[src/rtl/color_cycle_ctrl.sv]
// Frame-synchronous enable sequencer for the color cycle counter.
// Produces one-clock cycle_en pulses on vsync falling edges in RUN, STEP and counted BURST modes.
module color_cycle_ctrl #(
   parameter int DIV_W   = 4,
   parameter int BURST_W = 8
) (
   input  logic               clk,
   input  logic               reset,
   input  logic               vsync,
   input  logic [1:0]         mode,
   input  logic [DIV_W-1:0]   rate,
   input  logic               step_req,
   input  logic               start,
   input  logic [BURST_W-1:0] burst_len,
   output logic               cycle_en,
   output logic               busy,
   output logic               done,
   output logic [BURST_W-1:0] steps_left
);

   localparam logic [1:0] M_OFF   = 2'b00;
   localparam logic [1:0] M_RUN   = 2'b01;
   localparam logic [1:0] M_STEP  = 2'b10;
   localparam logic [1:0] M_BURST = 2'b11;

   // BURST is the active burst; the burst-idle sub-state is IDLE with mode=BURST
   typedef enum logic [1:0] {IDLE, RUN, STEP, BURST} state_t;

   state_t             state, state_nxt;
   logic               vsync_q;
   logic [1:0]         mode_q;
   logic [DIV_W-1:0]   div_cnt, div_nxt;
   logic               pending, pending_nxt;
   logic               cycle_en_nxt, busy_nxt, done_nxt;
   logic [BURST_W-1:0] steps_nxt;
   logic               tick, mode_chg, div_hit;

   assign tick     = vsync_q & ~vsync;
   assign mode_chg = (mode != mode_q);
   assign div_hit  = (div_cnt == rate);

   // mode_q resets to OFF so any non-OFF mode after reset is seen as a change
   // and enters its state with a cleared divider.
   always_ff @(posedge clk) begin
      if (reset) begin
         state      <= IDLE;
         vsync_q    <= 1'b1;
         mode_q     <= M_OFF;
         div_cnt    <= '0;
         pending    <= 1'b0;
         cycle_en   <= 1'b0;
         busy       <= 1'b0;
         done       <= 1'b0;
         steps_left <= '0;
      end else begin
         state      <= state_nxt;
         vsync_q    <= vsync;
         mode_q     <= mode;
         div_cnt    <= div_nxt;
         pending    <= pending_nxt;
         cycle_en   <= cycle_en_nxt;
         busy       <= busy_nxt;
         done       <= done_nxt;
         steps_left <= steps_nxt;
      end
   end

   always_comb begin
      state_nxt    = state;
      div_nxt      = div_cnt;
      pending_nxt  = pending;
      cycle_en_nxt = 1'b0;
      busy_nxt     = busy;
      done_nxt     = 1'b0;
      steps_nxt    = steps_left;

      if (mode_chg) begin
         // abort whatever was in flight; no pulse and no done on a mode change
         div_nxt     = '0;
         pending_nxt = 1'b0;
         busy_nxt    = 1'b0;
         steps_nxt   = '0;
         case (mode)
            M_RUN:   state_nxt = RUN;
            M_STEP:  state_nxt = STEP;
            default: state_nxt = IDLE;
         endcase
      end else begin
         unique case (state)
            IDLE: begin
               if (mode == M_BURST && start) begin
                  if (burst_len == '0) begin
                     done_nxt = 1'b1;
                  end else begin
                     steps_nxt = burst_len;
                     div_nxt   = '0;
                     busy_nxt  = 1'b1;
                     state_nxt = BURST;
                  end
               end
            end
            RUN: begin
               if (tick) begin
                  if (div_hit) begin
                     cycle_en_nxt = 1'b1;
                     div_nxt      = '0;
                  end else begin
                     div_nxt = div_cnt + 1'b1;
                  end
               end
            end
            STEP: begin
               // a request landing on a tick only arms the following tick
               if (tick && pending) begin
                  cycle_en_nxt = 1'b1;
                  pending_nxt  = 1'b0;
                  busy_nxt     = 1'b0;
               end else if (step_req && !pending) begin
                  pending_nxt = 1'b1;
                  busy_nxt    = 1'b1;
               end
            end
            BURST: begin
               if (tick) begin
                  if (div_hit) begin
                     div_nxt = '0;
                     if (steps_left != '0) begin
                        cycle_en_nxt = 1'b1;
                        steps_nxt    = steps_left - 1'b1;
                     end
                     if (steps_left <= BURST_W'(1)) begin
                        done_nxt  = 1'b1;
                        busy_nxt  = 1'b0;
                        state_nxt = IDLE;
                     end
                  end else begin
                     div_nxt = div_cnt + 1'b1;
                  end
               end
            end
         endcase
      end
   end

endmodule

[config.mk]
export PLATFORM = sky130hd
export DESIGN_NAME = color_cycle_ctrl
export DESIGN_NICKNAME = d
export VERILOG_FILES = /design/src/rtl/color_cycle_ctrl.sv
export SDC_FILE = /design/constraint.sdc
export NUM_CORES = 1
export LEC_CHECK = 0
export CORE_AREA = 2 2 54 56
export DETAILED_ROUTE_END_ITERATION = 8
export DIE_AREA = 0 0 56 58
export DONT_BUFFER_PORTS = 1
export PLACE_DENSITY = 0.7
export SLEW_MARGIN = 20
export SYNTH_ARGS = -nofsm -noshare
export SYNTH_HDL_FRONTEND = slang
export SYNTH_SLANG_ARGS = --single-unit
export TNS_END_PERCENT = 20
[constraint.sdc]
create_clock -name clk -period 2.2 [get_ports clk]
set_input_delay 0.44 -clock clk [delete_from_list [all_inputs] [get_ports clk]]
set_output_delay 0.44 -clock clk [all_outputs]
set_load 0.1 [all_outputs]
==> flow_metrics.tcl <==
set metrics [dict create \
    status "finished clean" \
    antenna_left 0 \
    place_area_mm2 0.00161 \
    grt_pass1_wl_mm 5.88 \
    die-area_mm2 0.00325 \
    antenna_found_initial 0 \
    design_area_mm2 0.00164 \
    worstSkewPairLatency_ps 300 \
    power.share.clock 0.267 \
    htreeDepth 1 \
    timing.final.ws_setup_ps 235 \
    syn2layout_area_growth_pct 12.7 \
    cts.path.max_buffers 2 \
    fin_cells 228 \
    cts_sinks 21 \
    syn_avg_cell_area_um2 8.06 \
    rsz0062_at_grt "no" \
    p_sw_frac 0.296 \
    hp-class "in2reg" \
    post-place-ws_ps 219 \
    overflow 0 \
    avgRoutedWirePerCell_um 15.5 \
    portBuffers 0 \
    yosysWarnings 0 \
    power_frac_comb 0.185 \
    cpPeakStageDelay_ps 460 \
    drv_slew 0 \
    internal-power_uw 507 \
    layout-drive-gt1-share 0.168 \
    synth_seq_area_share 0.290 \
    critPathCaptureType "flip-flop" \
    routed_wl_mm 3.54 \
    fin_skew_ps 6.14 \
    grt_pass1_vias 1395 \
    ys_ff_latch 21 \
    fmax_mhz 509 \
    ys_types 51 \
    crit_path_start_kind "flip-flop" \
    cts_resized 0 \
    post-dp-hpwl_mm 2.77 \
    max_cap_viol_count 0 \
    row_count 19 \
    diodes 0 \
    p_per_area_mw_per_mm2 440 \
    drt_iter0_markers 83 \
    slew_headroom 0.647 \
    dieWidth_um 56 \
    synth.area.top_cells "dfxtp_1 29%, ha_1 6.9%, nand2_1 4.7%" \
    peakVddDrop_mv 0.381 \
    firstDrtPassIters 4 \
    start_util 0.545 \
    final_cell_mix "18 x nand2_1, 18 x dfxtp_1, 18 x buf_4" \
    pin_count 30 \
    slowest_stage "o31a_1" \
    path_delay_family "compound AO/OA/AOI/OAI gates" \
    crit_path_max_fanout 7 \
    core_mm2 0.00266 \
    synth_top_area_cell "dfxtp_1" \
    via_per_inst 6.27 \
    fin_crit_ps 1970 \
    dp.cells 224 \
    cts_tree "done" \
    numCtsBuffers 3 \
    grt_start_max_net_pins 15 \
    clk_pin_slew_worst_paths_ps 130 \
    seq_power_share 0.547 \
    critPathKind "reg2reg" \
    drc_errors 0 \
    min_period_over_period 0.893 \
    hold_buffers 0 \
    synthFlopType "dfxtp_1" \
    nNetsFinal 225 \
    place_congestion 0.832 \
    grt_use_total 0.225 \
    worst_slew_pin_slew_ps 529 \
    cellLeakagePower_uw 0.000598 \
    cts-root-buf "clkbuf_4" \
    syn-num-nets 207 \
    netlist_instances 180 \
    synth-edff-count 0 \
    die_height_um 58 \
    final_hold_viol_count 0 \
    num_vias 1429 \
    path_cells "xnor2_1 > nand4_2 > o31a_1 > o311ai_1 > o41ai_2" \
    post_cts_buffers 0 \
    fin_setup_tns_ps 0 \
    path_buf_inv 0 \
    synth_top_area_frac 0.290 \
    fin_util 0.614 \
    arrival_ps 2150 \
    cp.required_ps 2390 \
    finalSetupViolations 0 \
    power_switching_uw 213 \
    syn_area_mm2 0.00145 \
    synthArstFlopShare 0 \
]
Yosys cell counts (all sizes together) (5+ instances only):
| cell | instances |
|---|---|
| nand3 | 5 |
| nor2b | 7 |
| ha | 8 |
| a21oi | 11 |
| nor3 | 5 |
| o21ai | 9 |
| nand2 | 18 |
| nor2 | 11 |
| dfxtp | 21 |
| inv | 12 |
power groups by stage:
| stage | clock (µW) | combinational [µW] | sequential (µW) |
|---|---|---|---|
| finish | 193 | 133 | 394 |
| CTS | 197 | 133 | 394 |
| global route | 212 | 145 | 396 |
| global placement | 0 | 129 | 402 |
| detailed placement | 0 | 132 | 403 |
| floorplan | 0 | 87.0 | 417 |
registers in the layout, summed over array words and instances, names as in the netlist:
| name | flops |
|---|---|
| mode_q | 2 |
| cycle_en | 1 |
| done | 1 |
| steps_left | 8 |
| pending | 1 |
| state | 2 |
| div_cnt | 4 |
| vsync_q | 1 |
| busy | 1 |
layer usage:
layer	global-route usage	routed length (µm)
met5	0	0
met4	0.0544	21
met3	0.0491	213
met2	0.412	1720
met1	0.271	1590
kinds of logic after synthesis:
kind of cell / share of synthesized area
muxes: 0.0216
buffers and inverters: 0.0448
AOI/OAI and AO/OA: 0.260
adders and majority gates: 0.0690
xor gates and xnor gates: 0.0362
and+or+nand+nor: 0.278
DFF: 0.290
stage by stage:
step | hold slack (ps) | power [µW]
5_1_grt | 191 | 753
2_1_floorplan | 467 | 504
4_1_cts | 198 | 724
6_report | 203 | 720
3_5_place_dp | 491 | 535
3_3_place_gp | 483 | 531
final timing paths:
check / from / end / cells past startpoint / slack, ps
worst min register to register: div_cnt[3] / div_cnt[3] / 2 / 510
worst min-delay path: reset / mode_q[0] / 1 / 200
worst max register to register: div_cnt[0] / steps_left[0] / 5 / 230
worst max-delay path: div_cnt[0] / steps_left[0] / 5 / 230
final cells by class:
class | count | area (µm²)
fillers | 244 | 1030
multi-input cells | 142 | 966
flip-flops and latches | 21 | 424
repair buffers | 18 | 135
inverters | 12 | 45.0
well taps | 31 | 38.8
clock buffers | 4 | 26.3
Power figures use the tool's default switching activity.
